==> src/rtl/led_row_ctrl_pkg.sv <==
// Shared types and defaults for the LED panel row controller.
package led_row_ctrl_pkg;

  typedef enum logic [1:0] {
    ST_DISPLAY = 2'd0,
    ST_BLANK   = 2'd1,
    ST_LATCH   = 2'd2,
    ST_ADVANCE = 2'd3
  } row_state_t;

  localparam int PWM_W = 8;
  localparam int DEF_PIXELS = 64;
  localparam int DEF_ROWS = 16;
  localparam logic [PWM_W-1:0] DEF_PWM_MAX = 8'd254;

  function automatic logic [PWM_W-1:0] pwm_next(input logic [PWM_W-1:0] v,
                                                input logic [PWM_W-1:0] vmax);
    return (v == vmax) ? {PWM_W{1'b0}} : v + PWM_W'(1);
  endfunction

endpackage

==> src/rtl/led_row_ctrl_pix_counter.sv <==
// Modulo-PIXELS pixel-pair counter; flags row_end on the strobe that completes a row.
module led_pix_counter
  import led_row_ctrl_pkg::*;
#(
  parameter int PIXELS = DEF_PIXELS
) (
  input  logic in_clk,
  input  logic in_rst,
  input  logic i_strobe,
  output logic o_row_end
);

  localparam int CW = (PIXELS > 1) ? $clog2(PIXELS) : 1;

  logic [CW-1:0] r_pix_cnt;
  logic          w_last;

  assign w_last    = (r_pix_cnt == CW'(PIXELS - 1));
  assign o_row_end = i_strobe & w_last;

  always_ff @(posedge in_clk or posedge in_rst) begin
    if (in_rst) begin
      r_pix_cnt <= '0;
    end else if (i_strobe) begin
      r_pix_cnt <= w_last ? '0 : r_pix_cnt + CW'(1);
    end
  end

endmodule

==> src/rtl/led_row_ctrl.sv <==
// Row scan controller for a HUB75-style panel: blank, latch, advance row, frame/PWM sequencing.
module led_row_ctrl
  import led_row_ctrl_pkg::*;
#(
  parameter int               PIXELS  = DEF_PIXELS,
  parameter int               ROWS    = DEF_ROWS,
  parameter logic [PWM_W-1:0] PWM_MAX = DEF_PWM_MAX
) (
  input  logic                     in_clk,
  input  logic                     in_rst,
  input  logic                     last_phase_strobe,
  output logic [PWM_W-1:0]         pwm_value,
  output logic [$clog2(ROWS)-1:0]  row_addr,
  output logic                     led_lat,
  output logic                     led_oe_n,
  output logic                     al422_rrst_n,
  output logic                     frame_start,
  output logic                     overrun_err
);

  localparam int RW = $clog2(ROWS);

  row_state_t       r_state, w_state_nxt;
  logic [RW-1:0]    r_row_cnt, w_row_cnt_nxt;
  logic [RW-1:0]    r_row_addr, w_row_addr_nxt;
  logic [PWM_W-1:0] r_pwm, w_pwm_nxt;
  logic             r_lat, w_lat_nxt;
  logic             r_oe_n, w_oe_n_nxt;
  logic             r_rrst_n, w_rrst_n_nxt;
  logic             r_fs, w_fs_nxt;
  logic             r_ovr, w_ovr_nxt;
  logic             w_row_end;

  led_pix_counter #(.PIXELS(PIXELS)) u_pix_counter (
    .in_clk    (in_clk),
    .in_rst    (in_rst),
    .i_strobe  (last_phase_strobe),
    .o_row_end (w_row_end)
  );

  // Outputs are computed one state ahead so each registered output lines up with its state.
  always_comb begin
    w_state_nxt    = r_state;
    w_row_cnt_nxt  = r_row_cnt;
    w_row_addr_nxt = r_row_addr;
    w_pwm_nxt      = r_pwm;
    w_lat_nxt      = 1'b0;
    w_oe_n_nxt     = r_oe_n;
    w_rrst_n_nxt   = 1'b1;
    w_fs_nxt       = 1'b0;
    w_ovr_nxt      = r_ovr | (w_row_end & (r_state != ST_DISPLAY));
    case (r_state)
      ST_DISPLAY: begin
        if (w_row_end) begin
          w_state_nxt = ST_BLANK;
          w_oe_n_nxt  = 1'b1;
        end else begin
          w_state_nxt = ST_DISPLAY;
        end
      end
      ST_BLANK: begin
        w_state_nxt = ST_LATCH;
        w_oe_n_nxt  = 1'b1;
        w_lat_nxt   = 1'b1;
      end
      ST_LATCH: begin
        w_state_nxt    = ST_ADVANCE;
        w_oe_n_nxt     = 1'b1;
        w_row_addr_nxt = r_row_cnt;
        w_row_cnt_nxt  = r_row_cnt + RW'(1);
        // Last row of the frame: rewind the AL422 and step the PWM threshold.
        if (r_row_cnt == RW'(ROWS - 1)) begin
          w_rrst_n_nxt = 1'b0;
          w_fs_nxt     = 1'b1;
          w_pwm_nxt    = pwm_next(r_pwm, PWM_MAX);
        end else begin
          w_rrst_n_nxt = 1'b1;
        end
      end
      ST_ADVANCE: begin
        w_state_nxt = ST_DISPLAY;
        w_oe_n_nxt  = 1'b0;
      end
      default: begin
        w_state_nxt = ST_DISPLAY;
        w_oe_n_nxt  = 1'b1;
      end
    endcase
  end

  // Oe_n holds high after reset until the first row has been latched and addressed.
  always_ff @(posedge in_clk or posedge in_rst) begin
    if (in_rst) begin
      r_state    <= ST_DISPLAY;
      r_row_cnt  <= '0;
      r_row_addr <= '0;
      r_pwm      <= '0;
      r_lat      <= 1'b0;
      r_oe_n     <= 1'b1;
      r_rrst_n   <= 1'b0;
      r_fs       <= 1'b0;
      r_ovr      <= 1'b0;
    end else begin
      r_state    <= w_state_nxt;
      r_row_cnt  <= w_row_cnt_nxt;
      r_row_addr <= w_row_addr_nxt;
      r_pwm      <= w_pwm_nxt;
      r_lat      <= w_lat_nxt;
      r_oe_n     <= w_oe_n_nxt;
      r_rrst_n   <= w_rrst_n_nxt;
      r_fs       <= w_fs_nxt;
      r_ovr      <= w_ovr_nxt;
    end
  end

  assign pwm_value    = r_pwm;
  assign row_addr     = r_row_addr;
  assign led_lat      = r_lat;
  assign led_oe_n     = r_oe_n;
  assign al422_rrst_n = r_rrst_n;
  assign frame_start  = r_fs;
  assign overrun_err  = r_ovr;

endmodule
==> config.mk <==
export PLATFORM = sky130hd
export DESIGN_NAME = led_row_ctrl
export DESIGN_NICKNAME = d
export VERILOG_FILES = /design/src/rtl/led_row_ctrl_pkg.sv /design/src/rtl/led_row_ctrl_pix_counter.sv /design/src/rtl/led_row_ctrl.sv
export SDC_FILE = /design/constraint.sdc
export NUM_CORES = 1
export LEC_CHECK = 0
export CAP_MARGIN = 15
export CORE_AREA = 8 8 63 65
export DETAILED_ROUTE_END_ITERATION = 12
export DIE_AREA = 0 0 71 73
export PLACE_DENSITY = 0.74
export SYNTH_ARGS = -nofsm -noshare
export SYNTH_HDL_FRONTEND = slang
export SYNTH_HIERARCHICAL = 1
export SYNTH_SLANG_ARGS = --single-unit
==> constraint.sdc <==
create_clock -name in_clk -period 1.8 [get_ports in_clk]
set_clock_uncertainty 0.2 [all_clocks]
set_input_delay 0.27 -clock in_clk [delete_from_list [all_inputs] [get_ports in_clk]]
set_output_delay 0.27 -clock in_clk [all_outputs]
set_load 0.005 [all_outputs]
==> flow_results.org, run 1 <==
** Timing
- The max-slew violation count is 0.
- Actual transition at the worst max-transition pin :: 285 ps
- Setup TNS :: 0 ps
- Number of hold-slack violations in the final timing report :: 0
- Final setup violation count :: 0
- Headroom to the max-slew limit came out at 81.0%.
- After layout, the worst path uses 95.9% of the clock period.
- Maximum achievable frequency :: 580 MHz
- Setup repair after global routing left no endpoint under its margin.
- The tightest hold path in the finished design has a slack of 260 ps.
- Worst Slack Setup Final :: 74.7 ps
- Tmin final :: 1730 ps

** Synthesis
- The synthesized netlist devotes 7.41% of its cell area to adder and majority cells.
- Multiplexer share of the synthesized area :: 6.57%
- Yosys reg bits :: 29
- Top cells by instance count after synthesis :: 28 x sky130_fd_sc_hd__dfrtp_1, 9 x sky130_fd_sc_hd__inv_1, 9 x sky130_fd_sc_hd__nand2_1
- Post-Syn Area :: 1350 µm²
- Sequential elements use 53.8% of the synthesized area.
- Fraction of registers with async set or reset after synthesis :: 100%
- After synthesis, the cell types taking the most area are sky130_fd_sc_hd__dfrtp_1 52%, sky130_fd_sc_hd__ha_1 7.4%, sky130_fd_sc_hd__mux2_2 5.8%.
- The biggest area contributor in the post-synthesis netlist is sky130_fd_sc_hd__dfrtp_1.
- After Yosys synthesis, XOR and XNOR cells account for 3.89% of the synthesized area.
- By area, the combinational part of the netlist is dominated by compound AO/OA/AOI/OAI gates.
- In the synthesized netlist the dominant register cell turns out to be sky130_fd_sc_hd__dfrtp_1.
- Net count of the mapped netlist :: 122
- Mean cell area of the mapped netlist :: 12.2 µm²
- Gate count of the mapped netlist :: 111
- Number of enable-type register cells in the synthesized netlist :: 0
- Number of distinct library cells after synthesis :: 35
- Yosys top cell area share :: 51.9%
- Fraction of the mapped netlist area in compound gates :: 13.0%
- Summing the areas of all and, or, nand and nor instances in the mapped netlist gives 12.3% of the synthesized area.
- For this run, the number of Yosys warnings is 6.
- Most frequent cell after synthesis :: sky130_fd_sc_hd__dfrtp_1

** Power
- In this run the power density over the cells is 985 nW/µm².
- Part of the power in combinational logic :: 22.2%
- Largest vdd supply drop :: 0.466 mV
- Cell internal power dissipation :: 0.00122 W
- Clock network fraction of design power :: 25.4%
- In this run the power spent charging and discharging nets is 0.000526 W.
- The share of total power dissipated in sequential elements is 52.4%.
- The completed layout was analyzed and its total power is 0.00174 W.
- The analysis attributes to cell leakage a power of 0.891 nW.
- Fraction of power spent switching nets :: 30.1%

** GRT
- After global routing the overflow that remains totals 0.
- Entering global routing, the biggest net connects 24 pins.
- Global routing used 11.1% of the available tracks.
- Number of antenna violations at the first check in global routing :: 0
- Number of global-route vias before repair :: 977
- The first global-routing pass estimated 4510 µm of wire.

** Floorplan
- Die Ht :: 73 µm
- Placeable core area :: 2950 µm²
- The initial utilization of the core area, before any placement, comes to 45.8%.
- For this design the top-level I/O count stands at 20.
- Width of the die :: 71 µm
- Number of cell rows :: 20
- Area of the die :: 5180 µm²

** Job
- Across the run, the number of max-cap violations was 0.

** Critical path
- Critical path buffers and inverters :: 1
- The critical path goes through clkdlybuf4s50_1.
- STA classifies the critical path startpoint as a flop.
- In this run the register-to-register setup slack is 90 ps.
- Nature of the critical path endpoint :: primary output
- Along the worst path, the maximum fanout reaches 6.
- At the worst endpoint, the arrival time is 1260 ps.
- At the worst endpoint, the required time is 1330 ps.
- Delay-heaviest family, CP :: buffers and inverters
- Setup Crit Path Kind :: flop to primary output
- On the worst path, the slowest cell contributes a delay of 510 ps.
- Crit-path slowest cell :: sky130_fd_sc_hd__clkdlybuf4s50_1

** Cells and area
- FF+latch area :: 731 µm²
- Relative to the synthesized area, the layout overhead comes to 31.1%.
- Proportion of layout cells with a drive suffix above 1 :: 29.8%
- 0 antenna diodes ended up in the layout.
- Measured on the finished design, the core utilization comes to 60.0%.
- Nets :: 161
- Fill cells :: 259
- Total area of multi-input combinational cells :: 597 µm²

** Place
- Routability Congestion :: 0.837
- Input/output buffers :: 19
- Pre-CTS WS :: 72.6 ps
- Detailed placement finished with a half-perimeter wire length of 1890 µm.

** Drt
- Summed over all layers, the routed wires come to 2600 µm.
- Dividing the detail-routed via count by the number of cells gives 5.25.
- Total via count in the routed design :: 966
- The pre-antenna-repair detailed-routing pass consisted of 4 iterations.
- Number of DRC violations after detailed-routing iteration 0 :: 32
- Remaining number of nets flagged by the antenna check after routing :: 0
- Routed wire length per instance :: 14.1 µm
- DRC viols :: 0

** CTS
- Clock slew at the register clock pins of the worst setup and hold paths :: 90 ps
- CTS Root Cell :: sky130_fd_sc_hd__clkbuf_4
- The clock net in this run drives a total of 29 sinks.
- H-tree levels :: 2
- CTS tree :: built
- Total clock buffers created by CTS :: 5
- Clock insertion delay at the later pin of the skew report :: 320 ps
- The longest clock path from root to sink contains 2 buffers.

** Outcome
- Result of the run :: completed

** Worst hold path
- The worst hold path belongs to the class flop to flop.
worst register-to-register path, stage by stage, from the launching register on:
cell and delay (ps):
sky130_fd_sc_hd__dfrtp_1 370, sky130_fd_sc_hd__inv_1 60, sky130_fd_sc_hd__ha_1 230, sky130_fd_sc_hd__nand4_1 110, sky130_fd_sc_hd__nor2_1 50, sky130_fd_sc_hd__buf_4 150
sky130_fd_sc_hd__or2_2 270, sky130_fd_sc_hd__a31oi_1 180
cell type report:
| type | instances | share of cell area, % |
|---|---|---|
| Inverter | 9 | 1.91 |
| Tap cell | 33 | 2.33 |
| Sequential cell | 29 | 41.2 |
| Clock buffer | 7 | 3.67 |
| Multi-Input combinational cell | 72 | 33.7 |
| Clock inverter | 1 | 0.282 |
| Timing Repair Buffer | 33 | 16.9 |
placed cells by master, fill, tap and decap left out, types with 2 or more instances in the layout:
master                             n
sky130_fd_sc_hd__dfrtp_1          25
sky130_fd_sc_hd__clkdlybuf4s50_1  14
sky130_fd_sc_hd__buf_4            13
sky130_fd_sc_hd__inv_1             9
sky130_fd_sc_hd__nand2_1           9
sky130_fd_sc_hd__o21ai_0           7
sky130_fd_sc_hd__mux2_2            7
sky130_fd_sc_hd__ha_1              7
sky130_fd_sc_hd__clkbuf_4          5
sky130_fd_sc_hd__nand4_1           4
sky130_fd_sc_hd__xnor2_1           4
sky130_fd_sc_hd__nor2_1            3
sky130_fd_sc_hd__a2bb2oi_1         3
sky130_fd_sc_hd__dlygate4sd2_1     3
sky130_fd_sc_hd__dfrtp_2           3
sky130_fd_sc_hd__a21oi_1           2
sky130_fd_sc_hd__xor2_1            2
sky130_fd_sc_hd__o31ai_1           2
sky130_fd_sc_hd__clkbuf_8          2
sky130_fd_sc_hd__dlymetal6s2s_1    2
cells by family after synthesis:
logic type / Yosys count
AO/OA/AOI/OAI: 25
XOR/XNOR: 6
adder cells (fa/ha/maj): 8
buffers and inverters: 10
flip-flops: 29
multiplexers: 8
AND/OR/NAND/NOR: 25
through the flow:
stage	cell area [µm²]	std cells
floorplan	1360	111
global placement	1650	171
detailed placement	1650	171
CTS	1730	180
global route	1770	184
finish	1770	184
worst paths after layout:
kind / startpoint / to / depth (start not counted)
setup reg to reg: pwm_value[0] / pwm_value[2] / 7
min in group asynchronous: in_rst / u_pix_counter/r_pix_cnt[3] / 3
max in group asynchronous: in_rst / led_oe_n / 4
hold reg to reg: overrun_err / overrun_err / 1
setup / recovery: pwm_value[5] / pwm_value[5] / 1
hold / removal: overrun_err / overrun_err / 1
repair_timing:
item	CTS	global route
resized for setup	5	5
endpoints found under the setup margin	5	7
setup buffers	0	4
hold buffers	1	0
hold endpoints to repair	6	0
power groups by stage:
stage	sequential [W]	clock, W	combinational (W)
after floorplan	0.000905	0	0.000289
after global placement	0.000917	0	0.000374
after detailed placement	0.000929	0	0.000393
after CTS	0.000916	0.000462	0.000392
after global routing	0.000930	0.000497	0.000437
final	0.000915	0.000443	0.000387
registers in the layout, indices dropped and copies added (netlist names):
name	cells
overrun_err	1
led_lat	1
row_addr	4
al422_rrst_n	1
frame_start	1
led_oe_n	1
r_state	2
u_pix_counter/r_pix_cnt	6
r_row_cnt	4
pwm_value	8
layer usage:
| metal | up-vias | share of wire (%) | GRT usage [%] |
|---|---|---|---|
| met1 | 472 | 43 | 12.3 |
| li1 | 469 | - | - |
| met3 | 8 | 5.2 | 4.53 |
| met4 | 0 | 2.6 | 6.24 |
| met2 | 17 | 49 | 17.8 |
| met5 | - | 0 | 0 |
(Power assumes the default switching activity.)
==> run 2, diff against run 1 <==
Settings changed: SETUP_SLACK_MARGIN set to 0.05.
==> run 2 against run 1 <==
  * Combinational power is 6.2% higher
  * First-iteration DRC count is 13% lower
  * Final cell count is 2.2% higher
  * Critical endpoint is now pwm_value[6]
  * Sequential share of layout area is 0.95 points lower
  * Hold slack better by 0.58 ps
  * Register-to-register slack better by 20 ps
  * Sequential power hardly changed
==> flow_results.org, run 2 (synthesis results as in run 1) <==
** Timing
- Summed over all failing endpoints, the final setup total negative slack is 0 ps.
- Final setup violation count :: 0
- Maximum achievable frequency :: 592 MHz
- Setup repair after global routing left no endpoint under its margin.
- For the pin with the worst max-slew slack, the measured transition is 290 ps.
- Max-slew violation total from the final report :: 0
- Number of hold-slack violations in the final timing report :: 0
- The clock period could shrink to 1690 ps.
- Final period util :: 93.8%
- Worst slew margin relative to its limit :: 80.6%

** Drt
- Via density :: 5.28
- Detailed routing inserted a total of 993 vias.
- The count of nets left with antenna violations once routing finished came out at 0.
- Routed wire length :: 2660 µm
- Number of iterations in the first detailed-routing pass :: 4
- Number of DRC violations after detailed-routing iteration 0 :: 28
- Routed wire length per instance :: 14.1 µm
- After detailed routing, the number of remaining DRC violations is 0.

** CTS
- CTS Root Cell :: sky130_fd_sc_hd__clkbuf_4
- After clock tree synthesis, the clock-pin slew on the worst setup and hold paths is 90 ps.
- The tree built by TritonCTS fans out to 29 sinks.
- Clock Tree Buf Depth :: 2
- Total clock buffers created by CTS :: 5
- Clock insertion delay at the later pin of the skew report :: 320 ps
- The H-tree was split into 2 levels.
- CTS tree :: built

** Critical path
- In this design, the largest share of critical-path delay is due to buffers and inverters.
- The critical path is of the flop to primary output type.
- Crit-path slowest cell :: sky130_fd_sc_hd__clkdlybuf4s50_1
- Data on the critical path arrives at its endpoint at 1220 ps.
- Critical-path cell list :: clkdlybuf4s50_1
- Type of element launching the critical path :: flop
- Nature of the critical path endpoint :: primary output
- Worst path required time :: 1330 ps
- CP max stage delay :: 510 ps
- Critical path buffers and inverters :: 1
- Along the worst path, the maximum fanout reaches 2.

** GRT
- Final global-route overflow total :: 0
- Number of antenna violations at the first check in global routing :: 0
- Number of global-route vias before repair :: 993
- Global-route usage over all layers :: 11.4%
- Entering global routing, the biggest net connects 24 pins.
- The first global-routing pass estimated 4610 µm of wire.

** Power
- Overall power consumption after layout is estimated at 0.00177 W.
- Switching pwr :: 0.000538 W
- Cell internal power dissipation :: 0.00124 W
- In this run switching power makes up 30.3% of total power.
- LEAKAGE :: 0.875 nW
- IR analysis of the VDD net gives a maximum drop of 0.474 mV.
- Clock network fraction of design power :: 25.1%
- Part of the power in combinational logic :: 23.2%
- Flop pwr share :: 51.8%
- For this design the ratio of total power to cell area is 980 nW/µm².

** Outcome
- The flow ran to the end, and the final reports show no timing, DRC or antenna violations.

** Floorplan
- Area of the die :: 5180 µm²
- 20 I/O pins were placed.
- Width of the die :: 71 µm
- After floorplanning, the core was sized to cover 2950 µm².
- The die is 73 µm tall.
- The initial utilization of the core area, before any placement, comes to 45.8%.
- After floorplanning, the core was divided into 20 placement rows.

** Cells and area
- The top cell types in the final layout, fill and taps aside, are 26 x sky130_fd_sc_hd__dfrtp_1, 17 x sky130_fd_sc_hd__buf_4, 16 x sky130_fd_sc_hd__clkdlybuf4s50_1.
- Summing all non-filler instances in the final layout gives an area of 1810 µm².
- Antenna cell count :: 0
- After the flow finishes, the layout carries non-filler instances totaling 188.
- Leading cell type in the layout, fill and taps excluded :: sky130_fd_sc_hd__dfrtp_1
- Nets :: 165
- The layout has 256 filler cells.
- Layout overhead on the synthesized area :: 34.0%
- Of the cells placed in the final design, the portion with a size suffix greater than 1 is 32.9%.
- The register with the most flip-flops in the layout has 8 of them.

** Job
- Max-cap check violation count :: 0

** Worst hold path
- Worst hold path type :: flop to flop

** Place
- Routability Congestion :: 0.837
- After detailed placement, the total cell area comes to 1650 µm².
- Input/output buffers :: 19
- Number of placed instances with taps included :: 171
- Detailed placement ended at an HPWL of 1890 µm.
run 2: cell types whose count changed in the layout (fill, tap and decap cells not counted):
| cell | previous run | this run |
|---|---|---|
| sky130_fd_sc_hd__o21ai_0 | 7 | 6 |
| sky130_fd_sc_hd__ha_1 | 7 | 5 |
| sky130_fd_sc_hd__ha_2 | 1 | 2 |
| sky130_fd_sc_hd__dfrtp_2 | 3 | 2 |
| sky130_fd_sc_hd__clkdlybuf4s50_1 | 14 | 16 |
| sky130_fd_sc_hd__buf_4 | 13 | 17 |
| sky130_fd_sc_hd__dlymetal6s2s_1 | 2 | 0 |
| sky130_fd_sc_hd__inv_2 | 0 | 1 |
| sky130_fd_sc_hd__ha_4 | 0 | 1 |
| sky130_fd_sc_hd__inv_1 | 9 | 8 |
| sky130_fd_sc_hd__dfrtp_1 | 25 | 26 |
| sky130_fd_sc_hd__o21ai_1 | 1 | 2 |
run 2: cell type report:
cell class                      count  area, µm²  share of cell area [%]
Tap cell                           33       41.3                    2.28
Multi-Input combinational cell     72        612                    33.8
Timing Repair Buffer               37        324                    17.9
Inverter                            9       33.8                    1.87
Sequential cell                    29        729                    40.3
Clock inverter                      1       5.00                   0.276
Clock buffer                        7       65.1                    3.59
run 2: routing by layer:
metal	GRT usage [%]	wire length [µm]	vias up
met5	0	0	-
met4	6.24	46	0
met3	4.53	142	6
met2	18.0	1320	19
met1	12.8	1150	488
li1	-	-	480
run 2: final timing paths:
check	from	end	slack [ps]	cells after the start
setup / recovery	pwm_value[6]	pwm_value[6]	110	1
hold / removal	overrun_err	overrun_err	260	1
setup reg to reg	r_state[0]	pwm_value[7]	110	6
hold reg to reg	overrun_err	overrun_err	260	1
max in group asynchronous	in_rst	led_oe_n	450	4
min in group asynchronous	in_rst	u_pix_counter/r_pix_cnt[1]	540	3
run 2: power groups by stage:
stage               Combinational [W]  Clock [W]  Sequential [W]
CTS                          0.000392   0.000462        0.000916
floorplan                    0.000289          0        0.000905
global route                 0.000461   0.000497        0.000933
detailed placement           0.000393          0        0.000929
global placement             0.000374          0        0.000917
finish                       0.000411   0.000445        0.000918
run 2: through the flow:
step | util [%] | hold WS (ps) | worst slack, ps
6_report | 61.3 | 261 | 112
5_1_grt | 61.3 | 293 | 44.0
4_1_cts | 59.7 | 270 | 13.2
3_5_place_dp | 55.8 | 249 | 72.6
3_3_place_gp | 55.8 | 243 | 119
2_1_floorplan | - | -139 | 58.1
run 2: timing repair:
item	4_1_cts	5_1_grt
resized for setup	5	7
gates cloned	0	0
setup buffers	5	3
hold endpoints to repair	6	0
setup endpoints to repair	9	5
hold buffers	1	0
pin swaps	0	3
run 2: worst register-to-register path, delay by kind of cell, from the launching register on:
| kind | cells | cell delay (ps) |
|---|---|---|
| and+or+nand+nor | 2 | 510 |
| AOI/OAI and AO/OA | 2 | 200 |
| buffers and inverters | 1 | 90 |
| adders and majority gates | 1 | 150 |
| DFF | 1 | 420 |
==> run 3, diff against run 2 <==
Settings changed: CAP_MARGIN 15 to unset, SETUP_SLACK_MARGIN 0.05 to 0.3.
==> run 3 against run 2 <==
  * Die area unchanged
  * Worst setup slack improved by 71 ps
  * Utilization rose by 5.9 points
  * Via count is 8.6% higher
  * Sequential share of layout area decreased by 3.5 points
  * Clock power fell by 19%
  * Design area rose by 9.6%
  * Combinational power rose by 28%
  * Clock-buffer cell count increased by 1
  * Sequential power about the same
  * Non-clock buffer count rose by 15
  * Flip-flop and latch count unchanged
==> flow_results.org, run 3 (synthesis results as in run 1) <==
** Outcome
- The run finished with clean final reports.

** Drt
- The detail route stage leaves a number of antenna-violating nets equal to 0.
- Number of DRC violations after detailed-routing iteration 0 :: 32
- Dividing the detail-routed via count by the number of cells gives 5.31.
- After detailed routing, the number of remaining DRC violations is 0.
- Routed wire length per instance :: 16.1 µm
- For this block, the via count after detailed routing is 1078.
- The first TritonRoute pass finished after 4 iterations.
- Routed wire length :: 3270 µm

** Job
- Across the run, the number of max-cap violations was 0.

** Timing
- Maximum achievable frequency :: 618 MHz
- Unrepaired setup endpoints after global routing :: true
- Actual transition at the worst max-transition pin :: 260 ps
- Measured against its own limit, the worst slew margin works out to 82.6%.
- Max-slew violation total from the final report :: 0
- Tmin final :: 1620 ps
- Setup TNS :: 0 ps
- Final setup violation count :: 0
- Final period util :: 89.8%
- The count of endpoints failing hold in the final timing report was 0.

** Cells and area
- Most used cells in the layout excluding fill and tap cells :: 29 x sky130_fd_sc_hd__buf_4, 25 x sky130_fd_sc_hd__dfrtp_1, 13 x sky130_fd_sc_hd__dlygate4sd2_1
- Proportion of layout cells with a drive suffix above 1 :: 48.8%
- Leading cell type in the layout, fill and taps excluded :: sky130_fd_sc_hd__buf_4
- Antenna cell count :: 0
- Layout overhead on the synthesized area :: 46.9%
- FF+latch area :: 731 µm²
- In the final layout, the multi-input gates occupy 702 µm².
- Nets :: 180
- Fill cells :: 223
- The register with the most flip-flops in the layout has 8 of them.

** CTS
- Clock insertion delay at the later pin of the skew report :: 310 ps
- Clock-pin slew was measured on the worst setup and hold paths at 80 ps.
- H-tree levels :: 2
- The clock passes through at most 2 buffers.
- CTS placed an instance of sky130_fd_sc_hd__clkbuf_4 at the clock tree root.
- TritonCTS built the clock tree.
- In this run, post-CTS hold repair placed 0 buffers.
- The number of clock buffers added by TritonCTS is 5.
- Clock net sink count :: 29

** Critical path
- The worst register-to-register path has a depth of 5.
- Critical path buffers and inverters :: 0
- The critical path starts at r_row_cnt[0].
- In this run the critical register-to-register path is launched from r_row_cnt[0].
- R2r endpoint :: pwm_value[7]
- Crit Path Max Fanout :: 4
- Walking the worst path, the cells encountered are ha_2 -> nand4_4 -> or3_4 -> o21ai_2 -> o31ai_2.
- In this run the worst setup path terminates at pwm_value[7].
- Delay-heaviest family, CP :: simple AND/OR/NAND/NOR gates
- Arrival time at the worst endpoint :: 1620 ps
- Data on the critical path is required at its endpoint by 1800 ps.
- Setup Crit Path Kind :: flop to flop
- In this run the register-to-register setup slack is 180 ps.
- Nature of the critical path endpoint :: flop
- In this design, the stage delay of the slowest critical-path cell is 380 ps.
- Counting buffers and inverters, the worst setup path is 5 cells deep.
- STA classifies the critical path startpoint as a flop.
- Crit-path slowest cell :: sky130_fd_sc_hd__or3_4

** Floorplan
- Number of placed I/O pins :: 20
- Number of cell rows :: 20
- Placeable core area :: 2950 µm²
- The die covers 5180 µm².
- Starting density of the core :: 45.8%
- The die is 73 µm tall.
- The die is 71 µm wide.

** GRT
- Entering global routing, the biggest net connects 19 pins.
- The via count of the first global-routing pass is 1154.
- Global routing consumed, over all layers together, 13.5% of the routing resources.
- First-pass GRT wire length :: 5490 µm
- The number of antenna violations at the first check in global routing is 0.
- Final global-route overflow total :: 0

** Place
- Detailed placement finished with a half-perimeter wire length of 2010 µm.
- Routability Congestion :: 0.780
- Input/output buffers :: 19

** Power
- Power comes to 0.00180 W.
- IR analysis of the VDD net gives a maximum drop of 0.479 mV.
- Power spread over the standard cell area amounts to 909 nW/µm².
- LEAKAGE :: 0.990 nW

** Worst hold path
- Worst hold path type :: primary input to async pin
==> run 3: cell count changes in the layout (fill, tap and decap cells not counted), moves of 5 or more <==
cell                              change
sky130_fd_sc_hd__clkdlybuf4s50_1     -14
sky130_fd_sc_hd__buf_4               +12
sky130_fd_sc_hd__dlygate4sd2_1       +10
sky130_fd_sc_hd__buf_6                +5
==> run 3: worst min-delay path by stage <==
stage	cells after the start	to
global placement	1	overrun_err
global route	2	u_pix_counter/r_pix_cnt[5]
floorplan	1	u_pix_counter/r_pix_cnt[0]
CTS	2	overrun_err
detailed placement	1	overrun_err
finish	2	u_pix_counter/r_pix_cnt[4]
==> run 3: through the flow <==
stage	hold slack, ps	utilization, %	std cells	setup WS (ps)	area (µm²)
after floorplan	-139	-	111	83.0	1360
after global placement	247	55.7	170	121	1640
after detailed placement	274	55.7	170	91.6	1640
after CTS	21.0	63.7	197	141	1880
after global routing	37.8	67.2	203	114	1980
final	17.5	67.2	203	183	1980
==> run 3: cell type report <==
class,count,area share [%]
inverter,9,1.70
tap,33,2.08
sequential,29,36.8
clock buffer,8,2.46
multi-input combinational,72,35.4
timing repair buffer,52,21.6
==> run 3: report_power, final <==
part / internal, W / switching (W)
logic: 0.000306 / 0.000221
registers: 0.000781 / 0.000135
clock network: 0.000155 / 0.000207
==> run 3: metal layers <==
layer / GRT usage [%] / up-vias / wire (µm)
met5: 0 / - / 0
met4: 5.54 / 0 / 34
met3: 4.81 / 5 / 160
met2: 24.1 / 16 / 1720
met1: 14.1 / 545 / 1350
li1: - / 512 / -
==> run 3: what timing repair did <==
action | CTS | global route
gates cloned | 1 | 0
endpoints found under the setup margin | 33 | 23
resized for setup | 39 | 21
buffers inserted | 18 | 6
pin swaps | 11 | 7
